<file path="config.mk">
export PLATFORM = sky130hd
export DESIGN_NAME = regfile_write_arbiter
export DESIGN_NICKNAME = d
export VERILOG_FILES = /design/src/rtl/regfile_arb_pkg.sv /design/src/rtl/rr_arbiter2.sv /design/src/rtl/regfile_write_arbiter.sv
export SDC_FILE = /design/constraint.sdc
export NUM_CORES = 1
export LEC_CHECK = 0
export BUFFER_PORTS_ARGS = -buffer_cell sky130_fd_sc_hd__buf_2
export CAP_MARGIN = 20
export CORE_MARGIN = 2
export CORE_UTILIZATION = 32
export CTS_BUF_LIST = sky130_fd_sc_hd__clkbuf_8
export DETAILED_ROUTE_END_ITERATION = 8
export HOLD_SLACK_MARGIN = 0.15
export PLACE_DENSITY_LB_ADDON = 0.2
export SYNTH_ARGS = -nofsm -noshare
export SYNTH_HDL_FRONTEND = slang
export SYNTH_SLANG_ARGS = --single-unit
</file>
<file path="constraint.sdc">
create_clock -name Clk -period 1.1 [get_ports Clk]
set_clock_uncertainty 0.05 [all_clocks]
set_input_delay 0.165 -clock Clk [delete_from_list [all_inputs] [get_ports Clk]]
set_output_delay 0.165 -clock Clk [all_outputs]
set_load 0.005 [all_outputs]
</file>
<file path="src/rtl/regfile_arb_pkg.sv">
// Shared types and sizing for the register-file write-port arbiter.
package regfile_arb_pkg;

   localparam int DATA_W   = 16;
   localparam int NUM_REGS = 8;
   localparam int IDX_W    = 3;
   localparam int DR_W     = 4;

   // Last register index visited by the clear sweep.
   localparam logic [IDX_W-1:0] CLR_LAST = IDX_W'(NUM_REGS - 1);

   typedef enum logic {
      ARB   = 1'b0,
      CLEAR = 1'b1
   } arb_state_t;

   // The register file DR input is wider than a requester index; upper bits are always zero.
   function automatic logic [DR_W-1:0] make_dr(input logic [IDX_W-1:0] idx);
      return {{(DR_W-IDX_W){1'b0}}, idx};
   endfunction

endpackage

</file>
<file path="src/rtl/rr_arbiter2.sv">
// Two-input round-robin arbiter. Grants are combinational from the current
// requests and a 1-bit pointer; the pointer only moves when the parent
// actually accepts the granted request, and then points at the loser.
module rr_arbiter2 (
   input  logic clk,
   input  logic rst_n,
   input  logic req0,
   input  logic req1,
   input  logic accept,
   output logic gnt0,
   output logic gnt1
);

   // 0: requester 0 wins a tie, 1: requester 1 wins a tie
   logic ptr_q;
   logic ptr_d;

   // Grant selection and pointer update on accepted grants.
   always_comb begin
      gnt0  = req0 && (!req1 || !ptr_q);
      gnt1  = req1 && (!req0 ||  ptr_q);
      ptr_d = ptr_q;
      if (accept && gnt0) begin
         ptr_d = 1'b1;
      end else if (accept && gnt1) begin
         ptr_d = 1'b0;
      end
   end

   // Pointer register; reset favours requester 0.
   always_ff @(posedge clk or negedge rst_n) begin
      if (!rst_n) begin
         ptr_q <= 1'b0;
      end else begin
         ptr_q <= ptr_d;
      end
   end

endmodule

</file>
<file path="src/rtl/regfile_write_arbiter.sv">
// Owns the register file write port. Shares it between the CPU writeback
// path and the debug loader with round-robin arbitration, and runs a clear
// sweep that writes zero to every register. All outputs are registered:
// an acceptance at one edge shows up as LD_REG/gnt/DR/wr_data in the
// following cycle, and the register file captures on the edge after that.
module regfile_write_arbiter
   import regfile_arb_pkg::*;
(
   input  logic              Clk,
   input  logic              Reset_n,
   input  logic              clr_req,
   output logic              clr_busy,
   input  logic              cpu_req,
   input  logic [IDX_W-1:0]  cpu_idx,
   input  logic [DATA_W-1:0] cpu_data,
   output logic              cpu_gnt,
   input  logic              dbg_req,
   input  logic [IDX_W-1:0]  dbg_idx,
   input  logic [DATA_W-1:0] dbg_data,
   output logic              dbg_gnt,
   output logic [DR_W-1:0]   DR,
   output logic              LD_REG,
   output logic [DATA_W-1:0] wr_data
);

   arb_state_t        state_q, state_d;
   logic [IDX_W-1:0]  cnt_q, cnt_d;
   logic              ld_reg_q, ld_reg_d;
   logic              cpu_gnt_q, cpu_gnt_d;
   logic              dbg_gnt_q, dbg_gnt_d;
   logic              clr_busy_q, clr_busy_d;
   logic [DR_W-1:0]   dr_q, dr_d;
   logic [DATA_W-1:0] wr_data_q, wr_data_d;

   logic arb_open;
   logic pick_cpu;
   logic pick_dbg;

   // Requests are only arbitrated in ARB when no clear is being started;
   // a clear request wins the edge and leaves both requests pending.
   assign arb_open = (state_q == ARB) && !clr_req;

   rr_arbiter2 u_rr (
      .clk    (Clk),
      .rst_n  (Reset_n),
      .req0   (cpu_req),
      .req1   (dbg_req),
      .accept (arb_open),
      .gnt0   (pick_cpu),
      .gnt1   (pick_dbg)
   );

   // Next-state and next-output decode for the ARB/CLEAR sequencer.
   always_comb begin
      state_d    = state_q;
      cnt_d      = cnt_q;
      ld_reg_d   = 1'b0;
      cpu_gnt_d  = 1'b0;
      dbg_gnt_d  = 1'b0;
      clr_busy_d = 1'b0;
      dr_d       = dr_q;
      wr_data_d  = wr_data_q;

      case (state_q)
         ARB: begin
            if (clr_req) begin
               state_d = CLEAR;
               cnt_d   = '0;
            end else if (pick_cpu) begin
               ld_reg_d  = 1'b1;
               cpu_gnt_d = 1'b1;
               dr_d      = make_dr(cpu_idx);
               wr_data_d = cpu_data;
            end else if (pick_dbg) begin
               ld_reg_d  = 1'b1;
               dbg_gnt_d = 1'b1;
               dr_d      = make_dr(dbg_idx);
               wr_data_d = dbg_data;
            end
         end

         CLEAR: begin
            // One zero write per cycle; clr_req is not looked at here.
            ld_reg_d   = 1'b1;
            clr_busy_d = 1'b1;
            dr_d       = make_dr(cnt_q);
            wr_data_d  = '0;
            if (cnt_q == CLR_LAST) begin
               state_d = ARB;
               cnt_d   = '0;
            end else begin
               cnt_d = cnt_q + IDX_W'(1);
            end
         end

         default: begin
            state_d = ARB;
            cnt_d   = '0;
         end
      endcase
   end

   // State, sweep counter and registered outputs; reset abandons any sweep or grant.
   always_ff @(posedge Clk or negedge Reset_n) begin
      if (!Reset_n) begin
         state_q    <= ARB;
         cnt_q      <= '0;
         ld_reg_q   <= 1'b0;
         cpu_gnt_q  <= 1'b0;
         dbg_gnt_q  <= 1'b0;
         clr_busy_q <= 1'b0;
         dr_q       <= '0;
         wr_data_q  <= '0;
      end else begin
         state_q    <= state_d;
         cnt_q      <= cnt_d;
         ld_reg_q   <= ld_reg_d;
         cpu_gnt_q  <= cpu_gnt_d;
         dbg_gnt_q  <= dbg_gnt_d;
         clr_busy_q <= clr_busy_d;
         dr_q       <= dr_d;
         wr_data_q  <= wr_data_d;
      end
   end

   assign LD_REG   = ld_reg_q;
   assign cpu_gnt  = cpu_gnt_q;
   assign dbg_gnt  = dbg_gnt_q;
   assign clr_busy = clr_busy_q;
   assign DR       = dr_q;
   assign wr_data  = wr_data_q;

endmodule
</file>
==> results of run 1 <==
[registers in the layout, summed over array words and instances (netlist names)]
register / cells
DR: 3
LD_REG: 1
clr_busy: 1
cnt_q: 3
cpu_gnt: 1
dbg_gnt: 1
state_q: 1
u_rr.ptr_q: 1
wr_data: 16
[final timing paths]
kind                       cells after the start         from          end
max in group asynchronous                      3      Reset_n      state_q
hold reg to reg                                1   wr_data[2]   wr_data[2]
setup reg to reg                               4   u_rr.ptr_q  wr_data[10]
hold / removal                                 3  dbg_data[7]   wr_data[7]
min in group asynchronous                      2      Reset_n  wr_data[14]
setup / recovery                               4   u_rr.ptr_q  wr_data[10]
[routing by layer]
layer / global-route usage / wire [um] / vias up / share of wire
met1: 0.2011 / 1688 / 622 / 0.43
met2: 0.2970 / 2020 / 45 / 0.52
met3: 0.02193 / 178 / 4 / 0.046
met5: 0 / 0 / - / 0
met4: 0.04139 / 25 / 0 / 0.0064
li1: - / - / 625 / -
[Yosys cell counts (2+ instances only)]
cell type / instances
buf_6: 4
ha_1: 2
o2bb2ai_1: 16
nand2_1: 2
nor3_1: 4
a21oi_1: 2
nor3_2: 3
a22o_1: 2
nor2_4: 2
mux2i_1: 20
inv_1: 6
buf_4: 2
dfrtp_1: 28
o32ai_1: 3
[cells by family after synthesis]
logic type	Yosys count
adders and majority gates	2
DFF	28
and+or+nand+nor	13
other	1
muxes	20
buffers and inverters	13
AOI/OAI and AO/OA	29
[cells in the final DEF (no fill, tap or decap)]
cell	instances
o32ai_2	1
inv_1	5
buf_12	6
a21bo_4	1
nor3_1	1
nand2_1	2
clkbuf_8	3
o21ai_4	1
a21oi_2	2
o2bb2ai_2	6
o21ai_0	1
ha_4	1
a31oi_1	1
nor2_2	1
ha_2	1
dfrtp_1	27
buf_4	11
conb_1	1
o21ba_4	1
nor3_4	2
mux2i_1	13
inv_2	1
buf_6	1
clkbuf_16	1
mux2i_4	2
buf_2	65
nand2b_1	1
nor2_4	2
mux2i_2	5
o2bb2ai_1	10
nor3_2	4
dfrtp_2	1
dlygate4sd3_1	35
a22o_1	2
o32ai_1	2
a21boi_1	1
[worst max-delay path, cell delays in order (launching register included)]
cell and delay [ps]:
dfrtp_1 430, a21bo_4 250, clkbuf_16 180, mux2i_2 190, o2bb2ai_2 70
[layout make-up]
cell class | count | area share
clock buffers | 3 | 0.01675
flip-flops and latches | 28 | 0.2848
well taps | 50 | 0.02538
multi-input cells | 65 | 0.2929
inverters | 6 | 0.009137
repair buffers | 119 | 0.3711
[power breakdown]
| group | internal [mW] | switching (mW) | total (mW) |
|---|---|---|---|
| Combinational | 1.21 | 0.914 | 2.12 |
| Sequential | 1.30 | 0.180 | 1.48 |
| Clock | 0.246 | 0.315 | 0.561 |
| Total | 2.75 | 1.41 | 4.16 |
[repair_timing]
action	in CTS	in global routing
cloned	0	1
buffers inserted	3	1
endpoints found under the setup margin	20	24
hold buffers	35	0
pin swaps	2	5
resized for setup	2	19
hold endpoints to repair	47	0
==> results by group, run 1 <==
Status
  • Outcome: finished with violations
  • Failing checks: setup timing

Power and ir drop
  • Power per standard cell area: 1686 nW/um^2
  • Max IR drop VDD: 0.0006915 V
  • Leakage: 1.222 nW
  • Pwr Total: 4.156 mW

Yosys
  • Mean Syn Cell Area: 12.78 um^2
  • Adder-Cell Fraction of Synth Area: 0.01847
  • Compound-gate portion of the synthesized area: 0.1828
  • Top post-synthesis cells by area: dfrtp_1 (52%), mux2i_1 (15%), o2bb2ai_1 (10%), buf_6 (3.3%), nor3_2 (2.2%)
  • Syn nets: 151
  • Register area share after synthesis: 0.5171
  • YS warnings: 0
  • Number of enable flip-flop cells after synthesis: 0
  • Post-synth ARST share: 1.000
  • Register bit count reported by yosys: 28
  • Synth Area in XOR/XNOR: 0
  • Syn Inst Count: 106
  • Mux cell area share after synthesis: 0.1477
  • Mapped cell area: 1355 um^2
  • Post-synth top area cell: dfrtp_1
  • Cell variety after synth: 24
  • Ys flop type: dfrtp_1
  • Largest family of logic cells by synthesized area: compound AO/OA/AOI/OAI gates
  • Synth top area share: 0.5171
  • Simple-Gate Fraction of Synth Area: 0.06648

Final layout
  • Register area: 701.9 um^2
  • Footprint of the multi-input gates: 721.9 um^2
  • Area growth, synth to finish: 81.90%
  • Filler cells: 317
  • Non-Filler Instances: 271
  • Utilization after layout: 0.6118
  • Final instance area: 2465 um^2
  • Ant. Diodes: 0
  • Layout cells sized above 1: 0.5385
  • NumNets Final: 268

Placement
  • DP Worst Slack: -169.7 ps
  • Placed cell area: 1916 um^2
  • Number of I/O port buffers: 65
  • Detailed Place HPWL: 2.513 mm
  • Placed insts: 228
  • Routability Congestion: 0.7116

Global routing
  • Grt ovf: 0
  • Pin count of the biggest net entering global routing: 21
  • All-Layer GR Usage: 0.1629
  • First-pass GRT wire length: 6.451 mm
  • Antenna violations before repair: 0
  • Vias in the first global route: 1,451

Drt
  • TritonRoute pass-1 iters: 4
  • Initial DRC count: 19
  • Routed len/inst: 14.44 um
  • Via density: 4.782
  • Final ANT Viol Nets: 0
  • Vias: 1,296
  • Detailed Route WL: 3.912 mm
  • Residual DRC: 0

Floorplan
  • Row cnt: 23
  • Initial Utilization: 0.3363
  • Area of the core: 4029 um^2
  • Io pins: 67
  • Die Wd: 69.08 um
  • Die area: 4771 um^2
  • Die H: 69.08 um

STA
  • Final worst path period share: 1.151
  • Final Critical Period: 1266 ps
  • Max Slew Vio Count: 0
  • Final setup viols: 21
  • TNS Setup: -2730 ps
  • RSZ-0062 raised after global routing: yes
  • Final hold vios: 0
  • Max Freq: 790.1 MHz
  • Hold Worst Slack: 146.5 ps
  • Fin worst setup slack: -165.7 ps

Clock tree
  • CTS buffer count: 3
  • Clock slew at reported path FFs: 100 ps
  • Number of clock sinks: 28
  • Deepest clock path buffer count: 2
  • TritonCTS clock tree: built
  • Skew-Pair Late Insertion Delay: 270 ps
  • H-tree lvl count: 1
  • Root buffer cell: clkbuf_8

Critical path
  • R2r setup slk: -170 ps
  • CP required: 1220 ps
  • Critical path type: register to register
  • Crit end category: register
  • Critical Path AT: 1380 ps
  • Crit path max fanout: 10
  • Startpoint types: register

Job
  • Max cap viols: 0

Hold path
  • Hold WC Path Type: input pin to register
Note: power is estimated with default switching activity, not from simulation.
==> inputs of run 2 (changes only) <==
--- a/config.mk
+++ b/config.mk
@@ -7,7 +7,8 @@
 export LEC_CHECK = 0
 export BUFFER_PORTS_ARGS = -buffer_cell sky130_fd_sc_hd__buf_2
 export CAP_MARGIN = 20
-export CORE_MARGIN = 2
+export CORE_ASPECT_RATIO = 1.75
+export CORE_MARGIN = 8
 export CORE_UTILIZATION = 32
 export CTS_BUF_LIST = sky130_fd_sc_hd__clkbuf_8
 export DETAILED_ROUTE_END_ITERATION = 8
==> run 2 against run 1 <==
The flow still finishes with violations (setup timing). Sequential cell count is the same. Sequential power barely moved. Combinational power shrank 9.9%. Global-route usage decreased by 3.3 points. Critical path depth did not move. Sequential share of layout area up 1.3 points. Critical path type unchanged. Critical endpoint is now wr_data[4].
==> results by group, run 2 (synthesis results as in run 1) <==
Floorplan
  • Die H: 102.1 um (+48%)
  • Initial Utilization: 0.3296 (-0.006755)
  • Die Wd: 65.19 um (-5.6%)
  • Area of the core: 4111 um^2 (+2.0%)
  • Die area: 6655 um^2 (+39%)
  • Row cnt: 31 (+35%)
  • Io pins: 67 (unchanged)

Power and ir drop
  • Pwr Total: 4.023 mW (-3.2%)
  • Leakage: 1.202 nW (-1.6%)
  • Max IR drop VDD: 0.001086 V (+57%)
  • Power per standard cell area: 1702 nW/um^2 (+0.95%)

Final layout
  • Final instance area: 2364 um^2 (-4.1%)
  • Layout cells sized above 1: 0.5413 (+0.002823)
  • Largest register FFs: 16 (unchanged)
  • Commonest non-fill, non-tap cell in the layout: buf_2
  • Area growth, synth to finish: 74.42%
  • NumNets Final: 264 (-1.5%)
  • Most frequent cells in the layout: buf_2 (65), dlygate4sd3_1 (29), dfrtp_1 (26)
  • Ant. Diodes: 0 (unchanged)

Drt
  • Detailed Route WL: 4.265 mm (+9.0%)
  • Residual DRC: 0 (unchanged)
  • Via density: 4.798 (+0.32%)
  • Met3 WL: 321 um (+80%)
  • TritonRoute pass-1 iters: 4 (unchanged)
  • DR WL met2: 2.245 mm (+11%)
  • Final ANT Viol Nets: 0 (unchanged)
  • Routed len/inst: 15.97 um (+11%)
  • Initial DRC count: 28 (+9)
  • Uppermost layer routed: met4
  • Wl on met1: 1.664 mm (-1.4%)
  • Vias: 1,281 (-1.2%)

Critical path
  • Startpoint types: register
  • Crit-path cells: a21bo_4, buf_12, mux2i_2, o2bb2ai_2
  • CP required: 1210 ps (about the same)
  • Crit end category: register
  • Critical path type: register to register
  • Worst r2r path cells: 4 (unchanged)
  • Critical Path AT: 1400 ps (+20 ps)
  • Crit path max fanout: 7 (-3)
  • Critical path's slowest cell: dfrtp_2
  • Slowest stage delay, CP: 450 ps (+20 ps)

Clock tree
  • Number of clock sinks: 28 (unchanged)
  • Skew-Pair Late Insertion Delay: 260 ps (about the same)
  • Root buffer cell: clkbuf_8
  • Deepest clock path buffer count: 2 (unchanged)
  • TritonCTS clock tree: built
  • Clock slew at reported path FFs: 90 ps (about the same)
  • CTS buffer count: 3 (unchanged)
  • H-tree lvl count: 1 (unchanged)

STA
  • Max Freq: 777.4 MHz (-1.6%)
  • TNS Setup: -2938 ps (-208.4 ps)
  • Final Critical Period: 1286 ps (+20.66 ps)
  • Final worst path period share: 1.169 (+0.01878)
  • Final setup viols: 21 (unchanged)
  • Max Slew Vio Count: 0 (unchanged)
  • Fin worst setup slack: -186.4 ps (-20.66 ps)
  • Hold Worst Slack: 132.3 ps (-14.26 ps)
  • Final hold vios: 0 (unchanged)
  • RSZ-0062 raised after global routing: yes

Global routing
  • Pin count of the biggest net entering global routing: 29 (+38%)
  • Vias in the first global route: 1,460 (+0.62%)
  • All-Layer GR Usage: 0.1295 (-0.03335)
  • First-pass GRT wire length: 7.017 mm (+8.8%)
  • Antenna violations before repair: 0 (unchanged)
  • Grt ovf: 0 (unchanged)

Placement
  • Routability Congestion: 0.7688 (+8.0%)
  • Number of I/O port buffers: 65 (unchanged)
  • Placed cell area: 1904 um^2 (-0.59%)
  • DP Worst Slack: -171.1 ps (-1.392 ps)
  • Detailed Place HPWL: 2.958 mm (+18%)

Job
  • Max cap viols: 0 (unchanged)

Status
  • Failing checks: setup timing
  • Outcome: finished with violations

Hold path
  • Hold path depth: 3 (unchanged)
  • Hold WC Path Type: input pin to register
[run 2: path summary, 6_finish.rpt]
path	from	to	slack [ps]
setup reg to reg	u_rr.ptr_q	wr_data[4]	-190
hold / removal	cpu_data[15]	wr_data[15]	130
min in group asynchronous	Reset_n	clr_busy	370
setup / recovery	u_rr.ptr_q	wr_data[4]	-190
hold reg to reg	wr_data[8]	wr_data[8]	440
max in group asynchronous	Reset_n	u_rr.ptr_q	330
[run 2: layout make-up]
class | instances | area, um^2
fillers | 364 | 1748
repair buffers | 115 | 839.6
flip-flops and latches | 28 | 703.2
multi-input cells | 65 | 681.9
well taps | 49 | 61.31
clock buffers | 4 | 55.05
inverters | 6 | 22.52
[run 2: repair_timing]
item	in CTS	in global routing
setup buffers	1	3
pin swaps	4	6
resized for setup	5	12
hold endpoints to repair	44	0
cloned	0	1
endpoints found under the setup margin	22	23
hold buffers	29	0
[run 2: layer usage]
layer  global-route usage  up-vias
met5                    0        -
met4              0.02534        0
met3              0.04281        4
met2               0.2369       49
met1               0.1397      613
li1                     -      615
[run 2: critical path, delay by kind of cell (launching register included)]
kind            cells  cell delay [ps]
flops               1              450
compound gates      2              330
mux                 1              200
buf+inv             1              150
[run 2: power by group]
part | internal [mW] | switching (mW)
sequential | 1.30 | 0.198
clock | 0.319 | 0.297
combinational | 1.07 | 0.835
[run 2: per-stage QoR]
stage | cells | utilization
after floorplan | 106 | -
after global placement | 229 | 0.4632
after detailed placement | 229 | 0.4632
after CTS | 263 | 0.5517
after global routing | 267 | 0.5749
final | 267 | 0.5749
